$ cat src/rtl/rr_arbiter_pkg.sv
// ---------------------------------------------------------------------------
// arb_pkg
// Shared types, constants and small helpers for the three-way round-robin
// arbiter (rr_arbiter) and its pick logic (rr_pick).
//   arb_state_t : arbiter FSM states (ARB_IDLE, ARB_GRANT)
//   arb_id_t    : 2-bit encoded requester ID, 0 = none, 1..3 = requester
// ---------------------------------------------------------------------------
package arb_pkg;

    typedef enum logic {
        ARB_IDLE  = 1'b0,
        ARB_GRANT = 1'b1
    } arb_state_t;

    localparam int NUM_REQ = 3;

    typedef logic [1:0] arb_id_t;

    localparam arb_id_t ID_NONE = 2'd0;
    localparam arb_id_t ID_R1   = 2'd1;
    localparam arb_id_t ID_R2   = 2'd2;
    localparam arb_id_t ID_R3   = 2'd3;

    // One-hot request/grant bit for an ID; ID_NONE maps to no bit.
    function automatic logic [NUM_REQ-1:0] id2onehot(arb_id_t id);
        case (id)
            ID_R1:   return 3'b001;
            ID_R2:   return 3'b010;
            ID_R3:   return 3'b100;
            default: return 3'b000;
        endcase
    endfunction

    // Next ID in the circular order 1 -> 2 -> 3 -> 1 (ID_NONE steps to 1).
    function automatic arb_id_t rr_next(arb_id_t id);
        return (id == ID_R3) ? ID_R1 : arb_id_t'(id + 2'd1);
    endfunction

endpackage

$ cat src/rtl/rr_arbiter_if.sv
// ---------------------------------------------------------------------------
// rr_arbiter_if
// Request/grant bundle between three requesters and rr_arbiter.
//   r1..r3 : requests (requester -> arbiter)
//   g1..g3 : registered grants (arbiter -> requester)
//   gnt_id : encoded holder, 0 none, 1..3 requester number
//   busy   : high while any grant is active
// Modports: master = requester side, slave = arbiter side.
// ---------------------------------------------------------------------------
interface rr_arbiter_if;
    import arb_pkg::*;

    logic    r1;
    logic    r2;
    logic    r3;
    logic    g1;
    logic    g2;
    logic    g3;
    arb_id_t gnt_id;
    logic    busy;

    modport master (
        output r1, r2, r3,
        input  g1, g2, g3, gnt_id, busy
    );

    modport slave (
        input  r1, r2, r3,
        output g1, g2, g3, gnt_id, busy
    );

endinterface

$ cat src/rtl/rr_arbiter_pick.sv
// ---------------------------------------------------------------------------
// rr_pick
// Combinational round-robin selector. Searches last+1, last+2, last+3
// (circular over 1..3) and returns the first requester that is active and
// not excluded.
//   i_req   : request vector, bit0 = requester 1
//   i_last  : ID of the most recent winner (search starts after it)
//   i_excl  : mask of requesters that may not win this time
//   o_id    : winner ID, ID_NONE when nobody qualifies
//   o_valid : a winner was found
// ---------------------------------------------------------------------------
module rr_pick
    import arb_pkg::*;
(
    input  logic [NUM_REQ-1:0] i_req,
    input  arb_id_t            i_last,
    input  logic [NUM_REQ-1:0] i_excl,
    output arb_id_t            o_id,
    output logic               o_valid
);

    logic [NUM_REQ-1:0] w_masked;
    arb_id_t            w_cand;

    assign w_masked = i_req & ~i_excl;

    always_comb begin
        o_id    = ID_NONE;
        o_valid = 1'b0;
        w_cand  = i_last;
        for (int k = 0; k < NUM_REQ; k++) begin
            w_cand = rr_next(w_cand);
            if (!o_valid && ((id2onehot(w_cand) & w_masked) != '0)) begin
                o_id    = w_cand;
                o_valid = 1'b1;
            end
        end
    end

endmodule

$ cat src/rtl/rr_arbiter.sv
// ---------------------------------------------------------------------------
// rr_arbiter
// Clocked round-robin arbiter for three requesters. A grant is held while
// the winner keeps requesting; when it drops, the next active requester in
// round-robin order is granted on the same edge (no idle gap).
//   clk   : system clock, rising edge
//   rst_n : asynchronous active-low reset
//   bus   : rr_arbiter_if.slave (r1..r3 in; g1..g3, gnt_id, busy out)
// Parameter MAX_HOLD (2..255): grant-cycle limit used with the timeout.
// Build option ARB_TIMEOUT_EN: when defined, a holder that has held the
// grant for MAX_HOLD cycles is forced off if another requester is waiting.
// ---------------------------------------------------------------------------
module rr_arbiter
    import arb_pkg::*;
#(
    parameter int MAX_HOLD = 8
) (
    input  logic          clk,
    input  logic          rst_n,
    rr_arbiter_if.slave   bus
);

    if (MAX_HOLD < 2 || MAX_HOLD > 255) begin : g_bad_max_hold
        $error("rr_arbiter: MAX_HOLD must be in 2..255");
    end

    arb_state_t         r_state;
    arb_id_t            r_last;
    logic [NUM_REQ-1:0] r_gnt;
    arb_id_t            r_gnt_id;
    logic               r_busy;

    arb_state_t         w_nxt_state;
    arb_id_t            w_nxt_last;
    logic [NUM_REQ-1:0] w_nxt_gnt;
    arb_id_t            w_nxt_id;

    logic [NUM_REQ-1:0] w_req;
    logic [NUM_REQ-1:0] w_excl;
    logic               w_holder_req;
    arb_id_t            w_pick_id;
    logic               w_pick_vld;
    logic               w_timeout;

    assign w_req = {bus.r3, bus.r2, bus.r1};

    // While granting, r_last is the holder; keep it out of the search so a
    // handoff (or forced release) always moves to a different requester.
    assign w_excl       = (r_state == ARB_GRANT) ? id2onehot(r_last) : '0;
    assign w_holder_req = |(w_req & id2onehot(r_last));

    rr_pick u_pick (
        .i_req   (w_req),
        .i_last  (r_last),
        .i_excl  (w_excl),
        .o_id    (w_pick_id),
        .o_valid (w_pick_vld)
    );

`ifdef ARB_TIMEOUT_EN
    localparam logic [7:0] HOLD_MAX = 8'(MAX_HOLD);

    logic [7:0] r_hold_cnt;
    logic       w_new_grant;

    // A new grant always changes the winner, except when coming from idle.
    assign w_new_grant = (w_nxt_state == ARB_GRANT) &&
                         ((r_state == ARB_IDLE) || (w_nxt_last != r_last));

    always_ff @(posedge clk or negedge rst_n) begin
        if (!rst_n) begin
            r_hold_cnt <= '0;
        end else if (w_nxt_state == ARB_IDLE) begin
            r_hold_cnt <= '0;
        end else if (w_new_grant) begin
            r_hold_cnt <= 8'd1;
        end else if (r_hold_cnt != HOLD_MAX) begin
            r_hold_cnt <= r_hold_cnt + 8'd1;
        end
    end

    // w_pick_vld already excludes the holder: it means "someone else waits".
    assign w_timeout = (r_hold_cnt == HOLD_MAX) && w_pick_vld;
`else
    assign w_timeout = 1'b0;
`endif

    always_comb begin
        w_nxt_state = r_state;
        w_nxt_last  = r_last;
        w_nxt_gnt   = r_gnt;
        w_nxt_id    = r_gnt_id;
        case (r_state)
            ARB_IDLE: begin
                if (w_pick_vld) begin
                    w_nxt_state = ARB_GRANT;
                    w_nxt_last  = w_pick_id;
                    w_nxt_gnt   = id2onehot(w_pick_id);
                    w_nxt_id    = w_pick_id;
                end
            end
            ARB_GRANT: begin
                if (w_holder_req && !w_timeout) begin
                    w_nxt_state = ARB_GRANT;
                end else if (w_pick_vld) begin
                    w_nxt_state = ARB_GRANT;
                    w_nxt_last  = w_pick_id;
                    w_nxt_gnt   = id2onehot(w_pick_id);
                    w_nxt_id    = w_pick_id;
                end else begin
                    w_nxt_state = ARB_IDLE;
                    w_nxt_gnt   = '0;
                    w_nxt_id    = ID_NONE;
                end
            end
            default: begin
                w_nxt_state = ARB_IDLE;
                w_nxt_gnt   = '0;
                w_nxt_id    = ID_NONE;
            end
        endcase
    end

    always_ff @(posedge clk or negedge rst_n) begin
        if (!rst_n) begin
            r_state  <= ARB_IDLE;
            r_last   <= ID_R3;
            r_gnt    <= '0;
            r_gnt_id <= ID_NONE;
            r_busy   <= 1'b0;
        end else begin
            r_state  <= w_nxt_state;
            r_last   <= w_nxt_last;
            r_gnt    <= w_nxt_gnt;
            r_gnt_id <= w_nxt_id;
            r_busy   <= |w_nxt_gnt;
        end
    end

    assign bus.g1     = r_gnt[0];
    assign bus.g2     = r_gnt[1];
    assign bus.g3     = r_gnt[2];
    assign bus.gnt_id = r_gnt_id;
    assign bus.busy   = r_busy;

endmodule

$ cat src/flat_wrapper.sv
// flat-port wrapper written by rule: the top's interface ports become plain ports
module rr_arbiter_flat import arb_pkg::*;
#(
    parameter int MAX_HOLD = 8
)
  (clk, rst_n, bus_r1, bus_r2, bus_r3, bus_g1, bus_g2, bus_g3, bus_gnt_id, bus_busy);
  rr_arbiter_if bus_i ();
  input  logic clk;
  input  logic rst_n;
  input wire logic [$bits(bus_i.r1)-1:0] bus_r1;
  input wire logic [$bits(bus_i.r2)-1:0] bus_r2;
  input wire logic [$bits(bus_i.r3)-1:0] bus_r3;
  output wire logic [$bits(bus_i.g1)-1:0] bus_g1;
  output wire logic [$bits(bus_i.g2)-1:0] bus_g2;
  output wire logic [$bits(bus_i.g3)-1:0] bus_g3;
  output wire logic [$bits(bus_i.gnt_id)-1:0] bus_gnt_id;
  output wire logic [$bits(bus_i.busy)-1:0] bus_busy;
  assign bus_i.r1 = bus_r1;
  assign bus_i.r2 = bus_r2;
  assign bus_i.r3 = bus_r3;
  assign bus_g1 = bus_i.g1;
  assign bus_g2 = bus_i.g2;
  assign bus_g3 = bus_i.g3;
  assign bus_gnt_id = bus_i.gnt_id;
  assign bus_busy = bus_i.busy;
  rr_arbiter #(.MAX_HOLD(MAX_HOLD)) u_core (.clk(clk), .rst_n(rst_n), .bus(bus_i));
endmodule
$ cat config.mk
export PLATFORM = sky130hd
export DESIGN_NAME = rr_arbiter_flat
export DESIGN_NICKNAME = d
export VERILOG_FILES = /design/src/rtl/rr_arbiter_pkg.sv /design/src/rtl/rr_arbiter_if.sv /design/src/rtl/rr_arbiter_pick.sv /design/src/rtl/rr_arbiter.sv /design/src/flat_wrapper.sv
export SDC_FILE = /design/constraint.sdc
export NUM_CORES = 1
export LEC_CHECK = 0
export CAP_MARGIN = 30
export CORE_MARGIN = 8
export CORE_UTILIZATION = 55
export CTS_CLUSTER_DIAMETER = 150
export DETAILED_ROUTE_END_ITERATION = 16
export HOLD_SLACK_MARGIN = 0.12
export PLACE_DENSITY = 0.86
export SETUP_SLACK_MARGIN = 0.1
export SLEW_MARGIN = 30
export SYNTH_ARGS = -nofsm -noshare
export SYNTH_HDL_FRONTEND = slang
export SYNTH_SLANG_ARGS = --single-unit
$ cat constraint.sdc
create_clock -name clk -period 5.45 [get_ports clk]
set_input_delay 1.09 -clock clk [delete_from_list [all_inputs] [get_ports clk]]
set_output_delay 1.09 -clock clk [all_outputs]
set_load 0.02 [all_outputs]
# After elaboration in Yosys (flattened, before gate mapping)

Cells that the tools add are included.

Add/subtract/negate cells: 3
Equal/unequal tests: 17
Mux-type cells: 29
Bitwise gates (word level): 7
Reduce and logical (&&, ||, !) cells: 10

Operators by type and width:

| kind                  | count |
|---|---|
| $pmux W3 S3           | 5 |
| $mux W2               | 11 |
| $eq A2 B2 Y1 const B  | 10 |
| $and A3 B3 Y3         | 5 |
| $mux W3               | 4 |
| $eq A2 B1 Y1 const B  | 5 |
| $reduce_bool A3 Y1    | 3 |
| $pmux W2 S2           | 2 |
| $add A2 B1 Y2 const B | 3 |
| $pmux W3 S2           | 1 |
| $reduce_or A3 Y1      | 2 |
| $mux W1               | 5 |
| $ne A2 B2 Y1 const B  | 2 |
| $not A3 Y3            | 1 |
| $logic_and A1 B1 Y1   | 2 |
| $logic_not A1 Y1      | 2 |
| $pmux W1 S2           | 1 |
| $reduce_and A2 Y1     | 1 |
| $not A1 Y1            | 1 |

Register bits: 9
Input port bits: 5
Output and inout port bits: 6
Word-level logic and storage cells: 71

# Logic depth before layout (Yosys ltp)

Gate-level depths: netlist (run 1).

Depth after elaboration: 20
Depth in mapped cells: 8
Gate-level depth less buffers: 7

# Modules after synthesis

A second synthesis (run 1) with hierarchy kept.

Cells, all modules: 56
Area total of the unflattened synthesis: 584.3 um2

By module, submodules not included:

| module     | instances | cells each | area each (um2) | seq. area each (um2) |
|---|---|---|---|---|
| rr_arbiter | 1         | 35         | 436.7           | 227.7 |
| rr_pick    | 1         | 21         | 147.6           | 0.0 |

# Least setup slack after synthesis (run 1)

Ideal clock, no wire load.

Kind: input -> register
Start point: input bus_r1
End point: register u_core.r_gnt[0]
Setup time: 122 ps
Arrival time: 2192 ps
Data required time: 5328 ps
Setup slack: 3136 ps
Cell stages on the path: 5
Path buffers: 1
Cells stage by stage: buf_4 -> a22oi_1 -> o21ai_0 -> o21a_1 -> a32o_1

Cells in the longest elaborated chain, start to end: 15
Elaborated cells between the ends (all ways): 27
Classes of those cells: 3 x eq/ne; 11 x mux; 5 x bitwise; 8 x reduce/logical

Ends and longest elaborated chain:

| item                                         | line                  | text |
|---|---|---|
| start, declared                              | flat_wrapper.sv:10    | `input wire logic [$bits(bus_i.r1)-1:0] bus_r1;` |
| $and A3 B3 Y3                                | rr_arbiter_pick.sv:25 | `assign w_masked = i_req & ~i_excl;` |
| $and A3 B3 Y3                                | rr_arbiter_pick.sv:33 | `if (!o_valid && ((id2onehot(w_cand) & w_masked) != '0)) begin` |
| $reduce_bool A3 Y1                           | rr_arbiter_pick.sv:33 |  |
| $mux W1                                      | rr_arbiter_pick.sv:33 |  |
| $logic_not A1 Y1                             | rr_arbiter_pick.sv:33 |  |
| $logic_and A1 B1 Y1                          | rr_arbiter_pick.sv:33 |  |
| $mux W1                                      | rr_arbiter_pick.sv:33 |  |
| $logic_not A1 Y1                             | rr_arbiter_pick.sv:33 |  |
| $logic_and A1 B1 Y1                          | rr_arbiter_pick.sv:33 |  |
| $mux W2                                      | rr_arbiter_pick.sv:33 |  |
| $eq A2 B2 Y1 or $eq A2 B1 Y1 (tied branches) | rr_arbiter_pkg.sv:26  | `case (id)` |
| $pmux W3 S3                                  | rr_arbiter_pkg.sv:26  |  |
| $mux W3                                      | rr_arbiter.sv:105     | `end else if (w_pick_vld) begin` |
| $mux W3                                      | rr_arbiter.sv:103     | `if (w_holder_req && !w_timeout) begin` |
| $pmux W3 S2 (*)                              | rr_arbiter.sv:93      | `case (r_state)` |
| named net u_core.w_nxt_gnt[0]                | rr_arbiter.sv:35      | `logic [NUM_REQ-1:0] w_nxt_gnt;` |
| end signal, assigned                         | rr_arbiter.sv:134     | `r_gnt <= w_nxt_gnt;` |
| end, declared                                | rr_arbiter.sv:29      | `logic [NUM_REQ-1:0] r_gnt;` |

Mark *: on every way through the listed nets, which the timed path passes. The rest lies on a longest branch.
A chain may end at the register's enable or synchronous reset.

# Final worst setup path (run 1)

Start point: input bus_r1
End point: register u_core.r_gnt[2]

Same word-level chain as after synthesis.

==> results of run 1 <==
[synthesized netlist by cell type, drive strengths merged, types with 3 or more instances]
master    n
dfrtp     7
o2bb2ai   3
o21ai     5
o221ai    3
nand2    10
inv       4
buf       3
ha        5
[worst max-delay path: stages]
cell             delay (ns)
clkdlybuf4s50_1        0.65
a22oi_1                0.18
o21ai_0                0.60
o221ai_1               0.31
o2bb2ai_1              0.21
[how the worst min path moves through the flow]
stage	startpoint	endpoint	slack, ns	cells after the start
3_5_place_dp	u_core.bus.gnt_id[1]$_DFFE_PN0P_	u_core.bus.gnt_id[1]$_DFFE_PN0P_	0.49	1
4_1_cts	u_core.bus.gnt_id[1]$_DFFE_PN0P_	u_core.bus.gnt_id[1]$_DFFE_PN0P_	0.51	1
3_3_place_gp	u_core.bus.gnt_id[0]$_DFFE_PN0P_	u_core.bus.gnt_id[0]$_DFFE_PN0P_	0.51	2
5_1_grt	u_core.bus.gnt_id[1]$_DFFE_PN0P_	u_core.bus.gnt_id[1]$_DFFE_PN0P_	0.53	1
6_report	u_core.bus.gnt_id[1]$_DFFE_PN0P_	u_core.bus.gnt_id[1]$_DFFE_PN0P_	0.50	1
2_1_floorplan	u_core.r_last[1]$_DFFE_PN1P_	u_core.r_last[1]$_DFFE_PN1P_	0.51	2
[area by class of cell]
type | count | area (sq um)
clock inverter | 1 | 5.005
clock buffer | 3 | 22.52
timing repair buffer | 10 | 100.1
sequential | 9 | 227.7
tap | 15 | 18.77
multi-input combinational | 63 | 509.2
fill | 105 | 419.2
inverter | 4 | 15.01
[where the power goes]
group,switching (uW),internal (uW),total [uW]
sequential,26.5,104,131
combinational,264,199,463
clock,23.0,27.0,50.0
[routing by layer]
metal | up-vias | wire length [um]
met2 | 21 | 759
li1 | 336 | -
met3 | 0 | 107
met4 | 0 | 0
met5 | - | 0
met1 | 320 | 751
[through the flow]
step           total power [uW]  cell area, sq um  hold slack, ns
6_report                  644.2             898.4          0.5003
5_1_grt                   699.2             898.4          0.5333
4_1_cts                   644.5             898.4          0.5057
3_5_place_dp              588.1             870.8          0.4867
3_3_place_gp              585.7             870.8          0.5149
2_1_floorplan             503.2             790.8          0.5132
[layout by cell type, fill, tap and decap left out, drive strengths merged, types with 3 or more instances in the layout]
cell type / instances
dfrtp: 7
clkbuf: 3
o2bb2ai: 3
inv: 4
nand2: 10
clkdlybuf4s50: 10
ha: 5
o21ai: 5
o221ai: 3
[cell families (layout without fill, tap and decap cells)]
group                    Yosys count  count (layout)  synth area share, %
flip-flops                         9               9                28.80
AO/OA/AOI/OAI                     33              33                38.13
buffers and inverters              8              18                6.802
adder cells (fa/ha/maj)            5               5                7.911
AND/OR/NAND/NOR                   24              24                17.09
multiplexers                       1               1                1.266
[sequential cells by signal, summed over array words and instances (netlist names)]
signal,cells
u_core.r_state,1
u_core.bus.busy,1
u_core.r_last,2
u_core.r_gnt,3
u_core.bus.gnt_id,2
==> results.md, run 1 <==
* Finish-stage setup viols at 0
* WL/cell at 15.41 um
* Syn Nets at 90
* Share of cells above drive strength 1 at 23.33%
* R2R cell count at 7
* Final min period at 2.862 ns
* Rows at 13
* RSZ-0062 raised after global routing: no
* Critical Path Sink Type: flip-flop
* Clk root buf: clkbuf_4
* Nets at 101
* H-tree Lvls at 1
* Initial drt markers at 26
* Main flop type after synthesis: dfrtp_1
* Met3 Use GR at 6.061%
* CP Class: input port to flip-flop
* Worst clock skew at 0.0006518 ns
* RePlAce Congestion at 0.8153
* Die Width at 53.92 um
* Top Ports at 11
* Final WS setup at 2.588 ns
* M1 GR Usage at 16.03%
* Worst endpoint data arrival time at 3.04 ns
* Core region area at 1318 sq um
* Via count at 677
* Area Overhead vs Synth at 13.61%
* Yosys reg bits at 9
* Final antenna-violating net count at 0
* Final Cycle Share at 52.51%
* Placed cells at 101
* Setup TNS at 0 ns
* CP max FO at 9
* Max-slew violations at 0
* CTS resizes at 0
* Postcts setup bufs at 0
* Worst R2R Start: u_core.r_last[0]$_DFFE_PN1P_
* Synth top area share at 22.15%
* Largest area contributor in the netlist: dfrtp_1
* Vias in the first global route at 612
* Total CTS buffers at 3
* Fin. Hold Viols at 0
* Async SR Flop Fraction at 100.0%
* Die Height at 53.92 um
* Drt total wl at 1618 um
* Clk slew on worst S/H paths at 0.06 ns
* Maximum vdd drop at 0.3630 mV
* Drt drc at 0
* First-pass GRT wire length at 2787 um
* Leakage power at 0.0003682 uW
* Final std cells w/o fill at 105
* Fmax at 0.3494 GHz
* Dpl hpwl at 1252 um
* Post-synth EDFFs at 0
* Placement Setup Slack at 2.388 ns
* Rel. slew slack at 52.16%
* # hold bufs at CTS at 0
* Worst-margin pin slew at 0.7101 ns
* Netlist cell types at 44
* Synth area leaders: dfrtp_1 22%, ha_1 7.9%, dfstp_2 6.6%
* Port Buffers at 10
* Worst Path Required at 5.63 ns
* Pwr dens at 717.1 nW/um^2
* Met2 Usage GRT at 18.73%
* Max Cap Violations at 0
* Seq/Total Area, Yosys at 28.80%
* Ys Warns at 0
* Total track usage at 12.70%
* Skew-Pair Late Insertion Delay at 0.26 ns
* Flop2flop setup slack at 3.11 ns
* Avg Inst Size Synth at 9.884 sq um
* Routed vias/inst at 6.448
* R2r endpoint: u_core.r_gnt[2]$_DFF_PN0_
* Clk sinks at 9
* Grt peak-use layer: met2
* Pin count of the biggest net entering global routing at 14
* Diodes inserted at 0
* Synthesized instance count at 80
* CP startpoint: bus_r1
* Status: finished, final reports clean
* CTS tree: done
* Crit path capture: u_core.r_gnt[2]$_DFF_PN0_
* Initial core utilization at 60.02%
* Clk buf depth at 2
* Hold Path Class: flip-flop to flip-flop
* Crit start category: input port
* GRT Residual Overflow at 0
* Initial antenna violation count at 0
* First-pass DRT Iterations at 4
* Area of the mapped netlist at 790.8 sq um
* Fin util at 68.19%
* Full die area at 2907 sq um
(Power assumes the default switching activity.)
==> run 2: changes to the inputs <==
CORE_UTILIZATION = 47   (was 55)
PLACE_DENSITY = 0.79   (was 0.86)
clock period = 2.4 ns   (was 5.45 ns; I/O delays follow)
==> results.md, run 2 (synthesis gave the netlist of run 1 again) <==
* Status: finished, final reports clean
* Pwr dens at 1734 nW/um^2
* Worst-path cell chain: inv_1 > ha_4 > a22oi_1 > o21ai_0 > buf_4 > o31a_2 > o221ai_1
* Finish-stage setup viols at 0
* Largest Register: u_core.r_gnt
* Min-Delay Startpoint: u_core.bus.gnt_id[1]$_DFFE_PN0P_
* Slowest CP cell: dfstp_2
* Crit start category: flip-flop
* Critical Path Sink Type: flip-flop
* Total CTS buffers at 3
* H-tree Lvls at 1
* First-pass DRT Iterations at 4
* Placed cells at 109
* Worst clock skew at 0.002185 ns
* Worst hold slack at 0.4975 ns
* Max Cap Violations at 0
* Crit-path leading delay family: compound AO/OA/AOI/OAI gates
* # fillers at 138
* Dpl cell area at 930.9 sq um
* Drt drc at 0
* Clk sinks at 9
* Initial antenna violation count at 0
* Final antenna-violating net count at 0
* WL/cell at 17.15 um
* Maximum vdd drop at 0.9749 mV
* Rel. slew slack at 68.05%
* RePlAce Congestion at 0.8941
* Fmax at 0.4386 GHz
* CP startpoint: u_core.r_last[1]$_DFFE_PN1P_
* Full die area at 3251 sq um
* Number of buffers and inverters on the critical path at 2
* Pin count of the biggest net entering global routing at 14
* Max-slew violations at 0
* Multi-input logic area at 580.6 sq um
* Share of cells above drive strength 1 at 34.38%
* Most frequent cells in the layout: 10 x nand2_1, 10 x clkdlybuf4s50_1, 7 x dfrtp_1, 5 x buf_4
* GRT Residual Overflow at 0
* Total track usage at 11.45%
* CP max FO at 9
* Fin util at 62.35%
* Final Cycle Share at 95.00%
* Dpl hpwl at 1402 um
* Largest register FFs at 3
* Die Height at 57.02 um
* First-pass GRT wire length at 3049 um
* Worst R2R Start: u_core.r_last[1]$_DFFE_PN1P_
* Final std cells w/o fill at 113
* Storage cell area at 227.7 sq um
* Worst-margin pin slew at 0.4793 ns
* Rows at 15
* Slowest stage delay, CP at 0.60 ns
* Area Overhead vs Synth at 30.22%
* Hold Path Class: flip-flop to flip-flop
* CTS tree: done
* Port Buffers at 10
* Skew-Pair Late Insertion Delay at 0.26 ns
* RSZ-0062 raised after global routing: no
* Routed vias/inst at 6.354
* Nets at 107
* Initial core utilization at 47.88%
* Vias in the first global route at 673
* # hold bufs at CTS at 0
* Fin. Hold Viols at 0
* Via count at 718
* Diodes inserted at 0
* Top Ports at 11
* Worst Path Required at 2.56 ns
* Finished Cell Area at 1030 sq um
* Core region area at 1652 sq um
* Die Width at 57.02 um
* Clk buf depth at 2
* Initial drt markers at 24
* Clk slew on worst S/H paths at 0.06 ns
* CP Class: flip-flop to flip-flop
* Postcts setup bufs at 0
* Worst endpoint data arrival time at 2.44 ns
* Drt total wl at 1938 um
* Clk root buf: clkbuf_4
* Final min period at 2.280 ns
* Setup TNS at 0 ns
* Leakage power at 0.0004113 uW
[run 2: where the power goes]
| part | switching (uW) | internal, uW | leakage (uW) |
|---|---|---|---|
| Sequential | 68.7 | 237 | 0.000109 |
| Clock | 49.9 | 61.2 | 0.0000177 |
| Combinational | 717 | 652 | 0.000285 |
| Total | 835 | 950 | 0.000411 |
[run 2: path summary, 6_finish.rpt]
check	end	slack (ns)	cells after the start
max	u_core.bus.busy$_DFF_PN0_	0.12	7
min	u_core.bus.gnt_id[1]$_DFFE_PN0P_	0.50	1
max reg2reg	u_core.bus.busy$_DFF_PN0_	0.12	7
min reg2reg	u_core.bus.gnt_id[1]$_DFFE_PN0P_	0.50	1
max in group asynchronous	u_core.r_last[0]$_DFFE_PN1P_	1.57	1
min in group asynchronous	u_core.bus.gnt_id[0]$_DFFE_PN0P_	0.51	1
[run 2: repair_timing]
action                                  in CTS  in global routing
hold endpoints to repair                     0                  0
resized for setup                            0                 10
endpoints found under the setup margin       0                  7
[run 2: stage by stage]
stage / setup WS, ns / total power (uW)
2_1_floorplan: 0.2323 / 1143
3_3_place_gp: 0.07493 / 1477
3_5_place_dp: -0.007333 / 1513
4_1_cts: 0.1115 / 1628
5_1_grt: 0.04840 / 1909
6_report: 0.1201 / 1786
[run 2: final cells by class]
type,instances,share of cell area [%]
well taps,17,2.066
clock buffers,3,2.187
clock inverters,1,0.4860
multi-input cells,63,56.38
inverters,4,1.458
repair buffers,16,15.31
flip-flops and latches,9,22.11
[run 2: per-layer routing]
| metal | wire (um) | up-vias | share of wire (%) | GRT usage [%] |
|---|---|---|---|---|
| met3 | 117 | 0 | 6.0 | 4.656 |
| met1 | 828 | 347 | 43 | 14.21 |
| met4 | 0 | 0 | 0 | 3.356 |
| li1 | - | 346 | - | - |
| met2 | 992 | 25 | 51 | 17.67 |
| met5 | 0 | - | 0 | 0 |
==> run 3: changes to the inputs <==
PLACE_DENSITY = 0.69   (was 0.79)
==> results.md, run 3 (synthesis gave the netlist of run 1 again) <==
* Leakage power at 0.0003813 uW
* Dpl hpwl at 1279 um
* Skew-Pair Late Insertion Delay at 0.26 ns
* Total track usage at 10.68%
* Pwr Total at 1573 uW
* Top Ports at 11
* Full die area at 3251 sq um
* Largest Register: u_core.r_gnt
* Diodes inserted at 0
* Clk root buf: clkbuf_4
* First-pass DRT Iterations at 4
* Vias in the first global route at 625
* Area Overhead vs Synth at 20.10%
* GRT Residual Overflow at 0
* Nets at 104
* Share of cells above drive strength 1 at 27.96%
* Via count at 704
* Port Buffers at 10
* Clk sinks at 9
* Seq pwr share at 19.2%
* Switching share of power at 47.56%
* Total CTS buffers at 3
* First-pass GRT wire length at 2787 um
* Int Pwr at 824.6 uW
* CP max FO at 7
* Multi-input logic area at 535.5 sq um
* Pin count of the biggest net entering global routing at 14
* H-tree Lvls at 1
* Critical Path Sink Type: flip-flop
* RSZ-0062 raised after global routing: no
* Status: finished, final reports clean
* Final Cycle Share at 89.42%
* R2R cell count at 7
* Clk pwr share at 7.3%
* Clk slew on worst S/H paths at 0.06 ns
* Power share of the combinational group at 73.5%
* CP Class: flip-flop to flip-flop
* Routed vias/inst at 6.400
* Worst endpoint data arrival time at 2.30 ns
* Fin util at 57.50%
* RePlAce Congestion at 0.8303
* Worst-margin pin slew at 0.4536 ns
* Drt total wl at 1653 um
* Maximum vdd drop at 0.7412 mV
* Worst Path Required at 2.55 ns
* Core region area at 1652 sq um
* Max-slew violations at 0
* Initial core utilization at 47.88%
* Clk buf depth at 2
* Hold Path Class: input port to async pin
* Initial drt markers at 22
* Pwr dens at 1656 nW/um^2
* Worst hold slack at 0.5025 ns
* # fillers at 149
* Reported net switching power at 747.9 uW
* Crit start category: flip-flop
* CTS tree: done
* Finish-stage setup viols at 0
* Worst clock skew at 0.005816 ns
* WL/cell at 15.03 um
* Fmax at 0.4660 GHz
* Storage cell area at 227.7 sq um
* Die Height at 57.02 um
* Fin. Hold Viols at 0
* Largest register FFs at 3
* Drt drc at 0
* Rows at 15
* Most frequent cells in the layout: 10 x nand2_1, 10 x clkdlybuf4s50_1, 7 x dfrtp_1, 4 x inv_1, 4 x ha_1
* Final min period at 2.146 ns
* Die Width at 57.02 um
* Final antenna-violating net count at 0
* Setup TNS at 0 ns
* Rel. slew slack at 69.56%
* Initial antenna violation count at 0
* Max Cap Violations at 0
* # hold bufs at CTS at 0
==> run 3: critical path: stages, from the launching register on <==
cell,delay (ns)
dfstp_2,0.56
inv_1,0.10
ha_4,0.20
a21boi_2,0.29
a22oi_2,0.17
and4_4,0.20
or2_1,0.26
a32o_1,0.26
==> run 3: what timing repair did <==
action / in CTS / in global routing
endpoints found under the setup margin: 0 / 8
resized for setup: 0 / 5
setup buffers: 0 / 0
==> run 3: cell type report <==
type	instances	share of cell area (%)
flip-flops and latches	9	23.98
clock inverters	1	0.5270
multi-input cells	63	56.39
inverters	4	1.581
repair buffers	13	12.91
clock buffers	3	2.372
well taps	17	2.240
==> run 3: power groups by stage <==
stage | Sequential (uW) | Combinational (uW) | Clock (uW)
global placement | 299 | 1060 | 0
detailed placement | 301 | 1070 | 0
floorplan | 323 | 819 | 0
global route | 314 | 1280 | 128
finish | 303 | 1160 | 114
CTS | 298 | 1070 | 119
==> run 3: path summary, 6_finish.rpt <==
kind / start / end / slack [ns]
max: u_core.r_last[0]$_DFFE_PN1P_ / u_core.r_gnt[0]$_DFF_PN0_ / 0.25
min: rst_n / u_core.r_gnt[2]$_DFF_PN0_ / 0.50
max reg2reg: u_core.r_last[0]$_DFFE_PN1P_ / u_core.r_gnt[0]$_DFF_PN0_ / 0.25
min reg2reg: u_core.bus.gnt_id[1]$_DFFE_PN0P_ / u_core.bus.gnt_id[1]$_DFFE_PN0P_ / 0.50
max in group asynchronous: rst_n / u_core.r_last[1]$_DFFE_PN1P_ / 1.58
min in group clk: u_core.bus.gnt_id[1]$_DFFE_PN0P_ / u_core.bus.gnt_id[1]$_DFFE_PN0P_ / 0.50
==> run 3: metal layers <==
layer	vias to the layer above	wire [um]	track usage, %
li1	341	-	-
met1	346	808	13.41
met2	13	725	15.19
met3	4	99	5.322
met4	0	19	4.027
met5	-	0	0
==> run 3: per-stage QoR <==
| stage | setup WS [ns] | std cells | cell area [sq um] |
|---|---|---|---|
| global placement | 0.07123 | 106 | 895.9 |
| floorplan | 0.2323 | 80 | 790.8 |
| global route | 0.1197 | 110 | 949.7 |
| finish | 0.2539 | 110 | 949.7 |
| detailed placement | 0.02064 | 106 | 895.9 |
| CTS | 0.1105 | 110 | 923.4 |
